**config.mk**
```make
export PLATFORM = sky130hd
export DESIGN_NAME = lstm_gate_mac
export DESIGN_NICKNAME = d
export VERILOG_FILES = /design/src/rtl/lstm_gate_mac_pkg.sv /design/src/rtl/lstm_gate_mac_q_round_sat.sv /design/src/rtl/lstm_gate_mac.sv
export SDC_FILE = /design/constraint.sdc
export NUM_CORES = 1
export LEC_CHECK = 0
export ABC_AREA = 1
export BUFFER_PORTS_ARGS = -buffer_cell sky130_fd_sc_hd__buf_2
export CORE_MARGIN = 5
export CORE_UTILIZATION = 55
export DETAILED_ROUTE_END_ITERATION = 12
export GPL_TIMING_DRIVEN = 1
export PLACE_DENSITY = 0.76
export SETUP_SLACK_MARGIN = 0.15
export SLEW_MARGIN = 20
export SYNTH_ARGS = -nofsm -noshare
export SYNTH_HDL_FRONTEND = slang
export SYNTH_SLANG_ARGS = --single-unit
```
**constraint.sdc**
```tcl
create_clock -name clock -period 10.55 [get_ports clock]
set_input_delay 2.11 -clock clock [delete_from_list [all_inputs] [get_ports clock]]
set_output_delay 2.11 -clock clock [all_outputs]
set_load 0.03 [all_outputs]
```
**src/rtl/lstm_gate_mac_pkg.sv**
```systemverilog
// Shared LSTM definitions: Q8.8 widths, saturation limits, gate-MAC FSM states
// and the activation-stage input packet.
package lstm_gate_mac_pkg;

  localparam int LSTM_INPUT_BITS = 16;
  localparam int LSTM_FRAC_BITS  = 8;
  localparam int LSTM_ACC_BITS   = 40;

  localparam logic signed [LSTM_INPUT_BITS-1:0] Q_SAT_MAX = 16'sh7FFF;
  localparam logic signed [LSTM_INPUT_BITS-1:0] Q_SAT_MIN = 16'sh8000;

  typedef logic [1:0] mac_state_t;
  localparam mac_state_t ST_IDLE  = 2'd0;
  localparam mac_state_t ST_ACCUM = 2'd1;
  localparam mac_state_t ST_DRAIN = 2'd2;
  localparam mac_state_t ST_FINAL = 2'd3;

  typedef struct packed {
    logic [LSTM_INPUT_BITS-1:0] data;
  } act_in_pkt_t;

endpackage

```
**src/rtl/lstm_gate_mac_q_round_sat.sv**
```systemverilog
// Round-half-up and saturate a wide signed fixed-point value down to Q8.8.
// Purely combinational; also used by the cell-state update stage.
module q_round_sat
  import lstm_gate_mac_pkg::*;
#(
  parameter int IN_BITS   = LSTM_ACC_BITS,
  parameter int FRAC_BITS = LSTM_FRAC_BITS
) (
  input  logic signed [IN_BITS-1:0]         value,
  output logic        [LSTM_INPUT_BITS-1:0] result,
  output logic                              sat
);

  localparam logic signed [IN_BITS:0] HALF = (IN_BITS+1)'(2 ** (FRAC_BITS - 1));
  localparam logic signed [IN_BITS:0] HI   = (IN_BITS+1)'(Q_SAT_MAX);
  localparam logic signed [IN_BITS:0] LO   = (IN_BITS+1)'(Q_SAT_MIN);

  logic signed [IN_BITS:0] biased;
  logic signed [IN_BITS:0] rounded;

  // NOTE: every output gets a default before the if-chain so no latch is inferred.
  always_comb begin
    biased  = {value[IN_BITS-1], value} + HALF;
    rounded = biased >>> FRAC_BITS;
    result  = rounded[LSTM_INPUT_BITS-1:0];
    sat     = 1'b0;
    if (rounded > HI) begin
      result = Q_SAT_MAX;
      sat    = 1'b1;
    end else if (rounded < LO) begin
      result = Q_SAT_MIN;
      sat    = 1'b1;
    end
  end

endmodule

```
**src/rtl/lstm_gate_mac.sv**
```systemverilog
// LSTM gate pre-activation MAC: z = bias + sum(x*w) over a streamed Q8.8 vector,
// rounded and saturated back to Q8.8 with a one-cycle result strobe.
module lstm_gate_mac
  import lstm_gate_mac_pkg::*;
#(
  parameter int DATA_BITS = LSTM_INPUT_BITS,
  parameter int FRAC_BITS = LSTM_FRAC_BITS,
  parameter int ACC_BITS  = LSTM_ACC_BITS,
  parameter int MAX_LEN   = 256,
  parameter int CNT_BITS  = 9
) (
  input  logic                 clock,
  input  logic                 reset,
  input  logic                 start,
  input  logic [DATA_BITS-1:0] bias,
  input  logic                 in_valid,
  output logic                 in_ready,
  input  logic [DATA_BITS-1:0] x_data,
  input  logic [DATA_BITS-1:0] w_data,
  input  logic                 in_last,
  output logic                 out_valid,
  output logic [DATA_BITS-1:0] out_data,
  output logic                 out_sat,
  output logic                 busy,
  output logic [CNT_BITS-1:0]  beat_cnt
);

  localparam logic [CNT_BITS-1:0] LAST_CNT = CNT_BITS'(MAX_LEN - 1);

  mac_state_t                     state;
  logic signed [ACC_BITS-1:0]     acc;
  logic signed [2*DATA_BITS-1:0]  prod_q;
  logic                           prod_v;
  act_in_pkt_t                    out_pkt;
  logic [DATA_BITS-1:0]           rnd_data;
  logic                           rnd_sat;
  logic                           beat;

  assign in_ready = (state == ST_ACCUM);
  assign busy     = (state != ST_IDLE);
  assign beat     = in_valid && in_ready;
  assign out_data = out_pkt.data;

  q_round_sat #(
    .IN_BITS   (ACC_BITS),
    .FRAC_BITS (FRAC_BITS)
  ) u_round (
    .value  (acc),
    .result (rnd_data),
    .sat    (rnd_sat)
  );

  // NOTE: all state uses non-blocking assignments; later assignments in the block
  // (e.g. the IDLE bias load) deliberately override the default accumulate.
  always_ff @(posedge clock) begin
    if (reset) begin
      state     <= ST_IDLE;
      acc       <= '0;
      prod_q    <= '0;
      prod_v    <= 1'b0;
      beat_cnt  <= '0;
      out_pkt   <= '0;
      out_sat   <= 1'b0;
      out_valid <= 1'b0;
    end else begin
      out_valid <= 1'b0;
      if (prod_v) begin
        acc <= acc + {{(ACC_BITS-2*DATA_BITS){prod_q[2*DATA_BITS-1]}}, prod_q};
      end
      case (state)
        ST_IDLE: begin
          if (start) begin
            acc      <= {{(ACC_BITS-DATA_BITS-FRAC_BITS){bias[DATA_BITS-1]}}, bias, {FRAC_BITS{1'b0}}};
            beat_cnt <= '0;
            state    <= ST_ACCUM;
          end
        end
        ST_ACCUM: begin
          prod_v <= beat;
          if (beat) begin
            prod_q   <= $signed(x_data) * $signed(w_data);
            beat_cnt <= beat_cnt + CNT_BITS'(1);
            if (in_last || beat_cnt == LAST_CNT) state <= ST_DRAIN;
          end
        end
        ST_DRAIN: begin
          prod_v <= 1'b0;
          state  <= ST_FINAL;
        end
        default: begin
          out_pkt.data <= rnd_data;
          out_sat      <= rnd_sat;
          out_valid    <= 1'b1;
          state        <= ST_IDLE;
        end
      endcase
    end
  end

endmodule

```
==> results.md <==
Yosys:
- Synthesis handed over a netlist of 2,689 instances.
- The number of nets in the synthesized netlist is approximately 3,100.
- The combinational family with the most area after synthesis is adder cells.
- Of the total synthesized cell area, the portion taken by full adders, half adders and majority gates is 0.374.
- Of the post-synthesis cell area, the dominant cell type holds 0.287.
- The simple-gate portion of the synthesized area is 0.236.
- The main flop type after synthesis is sky130_fd_sc_hd__dfxtp_1.
- The count of unique library cells instantiated by Yosys is 41.
- The number of flops mapped to enable cells by yosys is 0.
- The share of the synthesized netlist area taken by xor and xnor gates is 0.0234.
- In the synthesized netlist the async set-or-reset flop fraction comes to 0.
- The top cell type by total area after synthesis is sky130_fd_sc_hd__fa_1.
- After synthesis the cells add up to 18,400 um2.
- The portion of the post-synthesis area used by sequential elements is 0.111.
- Yosys attributes the largest share of cell area to sky130_fd_sc_hd__fa_1 (29%), sky130_fd_sc_hd__inv_1 (13%), sky130_fd_sc_hd__nand2_1 (13%).
- Synthesis inferred 102 register bits.
- Measured against the total synthesized area, the mux share comes to 0.
- The complex-gate fraction of the synthesized area is 0.105.
- After synthesis, the mean cell area works out to 6.83 um2.
- For this run, the number of Yosys warnings is 0.

Cells and area:
- The number of standard cells in the layout, taps in and fillers out is 3,147.
- The most common library cell in the layout ignoring fill and taps is sky130_fd_sc_hd__inv_1.
- The fraction of final layout cells sized beyond drive strength 1 is 0.0548.
- The top cell types in the final layout, fill and taps aside, are sky130_fd_sc_hd__inv_1 (641), sky130_fd_sc_hd__nand2_1 (617), sky130_fd_sc_hd__nor2_1 (267).
- Summing all multi-input logic gate instances after layout gives 13,500 um2.
- The sequential cell area is 2040 um2.
- The net count of the finished layout is 3,138.
- The final standard cell area without fillers is 19,300 um2.
- The number of diodes added for antenna fixing is 0.
- The area growth from synthesis to layout is 5.22%.
- Fill cells in the final layout number 3,193.

Routing:
- In the routed layout, each cell is associated on average with a via count of 5.25.
- In the final routed layout, each cell accounts on average for between 15 and 20 um.
- The routed wire length is between 50,000 and 60,000 um.
- The final route contains 16,500 vias.
- The detail route stage leaves a number of antenna-violating nets equal to 0.
- For this block, the initial DRC count from the detailed router was 1,164.
- The total iterations of the first detailed-routing run is 8.
- After detailed routing, the number of remaining DRC violations is 0.

Clock network:
- The number of hold buffers added after CTS is 0.
- The count of cells resized by post-cts repair is 0.
- Counting along the longest clock path gives a buffer depth of 2.
- The clock tree from TritonCTS is yes.
- Clock latency on the worst-skew pair, taken at its later pin, is between 0.3 and 0.4 ns.
- The clock tree synthesis step divided the H-tree into 3 levels.
- Buffers inserted during clock tree synthesis total 9.
- The CTS root buffer is sky130_fd_sc_hd__clkbuf_16.
- After clock tree synthesis, the clock-pin slew on the worst setup and hold paths is 0.08 ns.
- In this run the post-CTS setup repair buffer count came out at 0.
- The clock net sink count is 102.

Global route:
- Entering global routing, the biggest net connects 51 pins.
- For this run, the total global-route usage over all layers was measured as 0.284.
- The aggregate global routing overflow is 0.
- The via count of the first global-routing pass is 17,000.
- The initial antenna violation count came to 0.
- The wire length of the first global-routing pass is between 80,000 and 90,000 um.

Min path:
- The worst hold path belongs to the class register to register.

Outcome:
- The flow ran to the end, and the final reports show no timing, DRC or antenna violations.

Floorplan:
- The vertical extent of the die is 193 um.
- In this run the horizontal extent of the chip is just under 200 um.
- The starting utilization of the core area is 0.552.
- The count of pins on the block boundary is 82.
- The floorplan core area is 33,300 um2.
- The area of the die is 37,200 um2.
- The floorplan has 67 rows.

Placed design:
- The number of cells in the design after placement is between 3,000 and 4,000.
- The HPWL after detailed placement is around 43,000 um.
- At the end of routability-driven placement, the weighted congestion stood at 1.04.
- Summing all placed instances gives a cell area of 19,000 um2.
- The total of buffers placed on input and output ports is 81.

Timing:
- The final hold violation count came to 0.
- The minimum period implied by the final worst setup slack is 7.78 ns.
- For the final database, setup skew stands at ~0.0096 ns.
- Adding up every negative setup slack in the final design gives 0 ns.
- At the pin with the least slew margin, the transition time is 0.906 ns.
- The worst slew margin relative to its limit is 0.395.
- The part of the cycle the worst path needs is 0.737.
- The maximum operating frequency is 0.129 GHz.
- Setup repair after global routing left no endpoint under its margin.
- The number of slew-limit violations in the final report is 0.
- Setup violations remaining at the end of the flow were counted as 0.

Setup path:
- STA classifies the critical path endpoint as a register.
- The signal on the critical path passes through buf_2, nand2_1, fa_1, inv_1, fa_1, inv_1, fa_1, inv_1, fa_1, fa_1, inv_1, fa_1, inv_1, ha_1, a21oi_1, o21ai_0, a21oi_1, nand3_1, a21oi_1, o21ai_0, o21ai_0, inv_1.
- Of all nets on the critical path, the largest fanout is 16.
- The slowest library cell on the worst path is sky130_fd_sc_hd__fa_1.
- The highest cell delay on the worst timing path is 0.93 ns.
- At the worst endpoint, the required time is 10.82 ns.
- STA puts the critical path data arrival time at 8.04 ns.
- The critical path is of the primary input to register type.
- The worst setup path is launched from a primary input.

Run:
- The count of maximum capacitance violations is 0.
## metal layers
metal	routed length (um)	GRT usage	vias up
li1	-	-	8083
met1	22000	0.367	7808
met2	24800	0.494	528
met3	2780	0.0280	114
met4	2140	0.107	0
met5	0	0	-
## state kept, by name (all words and copies together), names as in the netlist
name and cells:
acc 40, prod_q 32, out_data 16, beat_cnt 9, state 2, out_sat 1
out_valid 1, prod_v 1
## metrics by stage
step,setup WS [ns],hold slack (ns),util
floorplan,2.67,0.449,-
global placement,2.43,0.457,0.571
detailed placement,2.34,0.475,0.571
CTS,2.75,0.487,0.581
global route,2.30,0.503,0.581
finish,2.77,0.485,0.581
## worst paths after layout
| kind | startpoint | to | slack (ns) | cells after the start |
|---|---|---|---|---|
| setup / recovery | x_data[15] | prod_q[31]$_SDFFE_PP0P_ | 2.77 | 22 |
| hold / removal | out_data[15]$_SDFFE_PP0P_ | out_data[15]$_SDFFE_PP0P_ | 0.48 | 2 |
| setup reg to reg | state[0]$_SDFFE_PP0P_ | acc[7]$_SDFF_PP0_ | 6.56 | 10 |
| hold reg to reg | out_data[15]$_SDFFE_PP0P_ | out_data[15]$_SDFFE_PP0P_ | 0.48 | 2 |
## layout make-up
class / count / share of cell area
clock inverter: 7 / 0.00498
inverter: 646 / 0.125
clock buffer: 9 / 0.0117
timing repair buffer: 85 / 0.0225
tap: 448 / 0.0290
multi-input combinational: 1850 / 0.701
sequential: 102 / 0.106
## critical path, delay by kind of cell
family / cells / cell delay, ns
AOI/OAI and AO/OA: 6 / 0.88
buffers and inverters: 7 / 0.76
and+or+nand+nor: 2 / 0.35
adders and majority gates: 7 / 3.95
## synth_stat cells, types with 8 or more instances
master,number
sky130_fd_sc_hd__ha_1,128
sky130_fd_sc_hd__a31oi_1,10
sky130_fd_sc_hd__clkbuf_1,85
sky130_fd_sc_hd__inv_1,641
sky130_fd_sc_hd__xnor2_1,25
sky130_fd_sc_hd__xor2_1,24
sky130_fd_sc_hd__nand4_1,15
sky130_fd_sc_hd__nand3_1,93
sky130_fd_sc_hd__o211ai_1,9
sky130_fd_sc_hd__nand2_1,617
sky130_fd_sc_hd__dfxtp_1,102
sky130_fd_sc_hd__nor2_1,267
sky130_fd_sc_hd__o21ai_0,135
sky130_fd_sc_hd__o21bai_1,12
sky130_fd_sc_hd__or2_2,12
sky130_fd_sc_hd__fa_1,263
sky130_fd_sc_hd__a21oi_2,8
sky130_fd_sc_hd__nor3_1,26
sky130_fd_sc_hd__a21oi_1,147
## kinds of logic after synthesis
family	count (synthesis)
buffers and inverters	737
flip-flops	102
XOR/XNOR	49
AO/OA/AOI/OAI	350
adder cells (fa/ha/maj)	391
AND/OR/NAND/NOR	1060
Power is left out: the tool's default activity adds up to more than one toggle a clock period on the data nets, which glitch-free logic cannot reach.
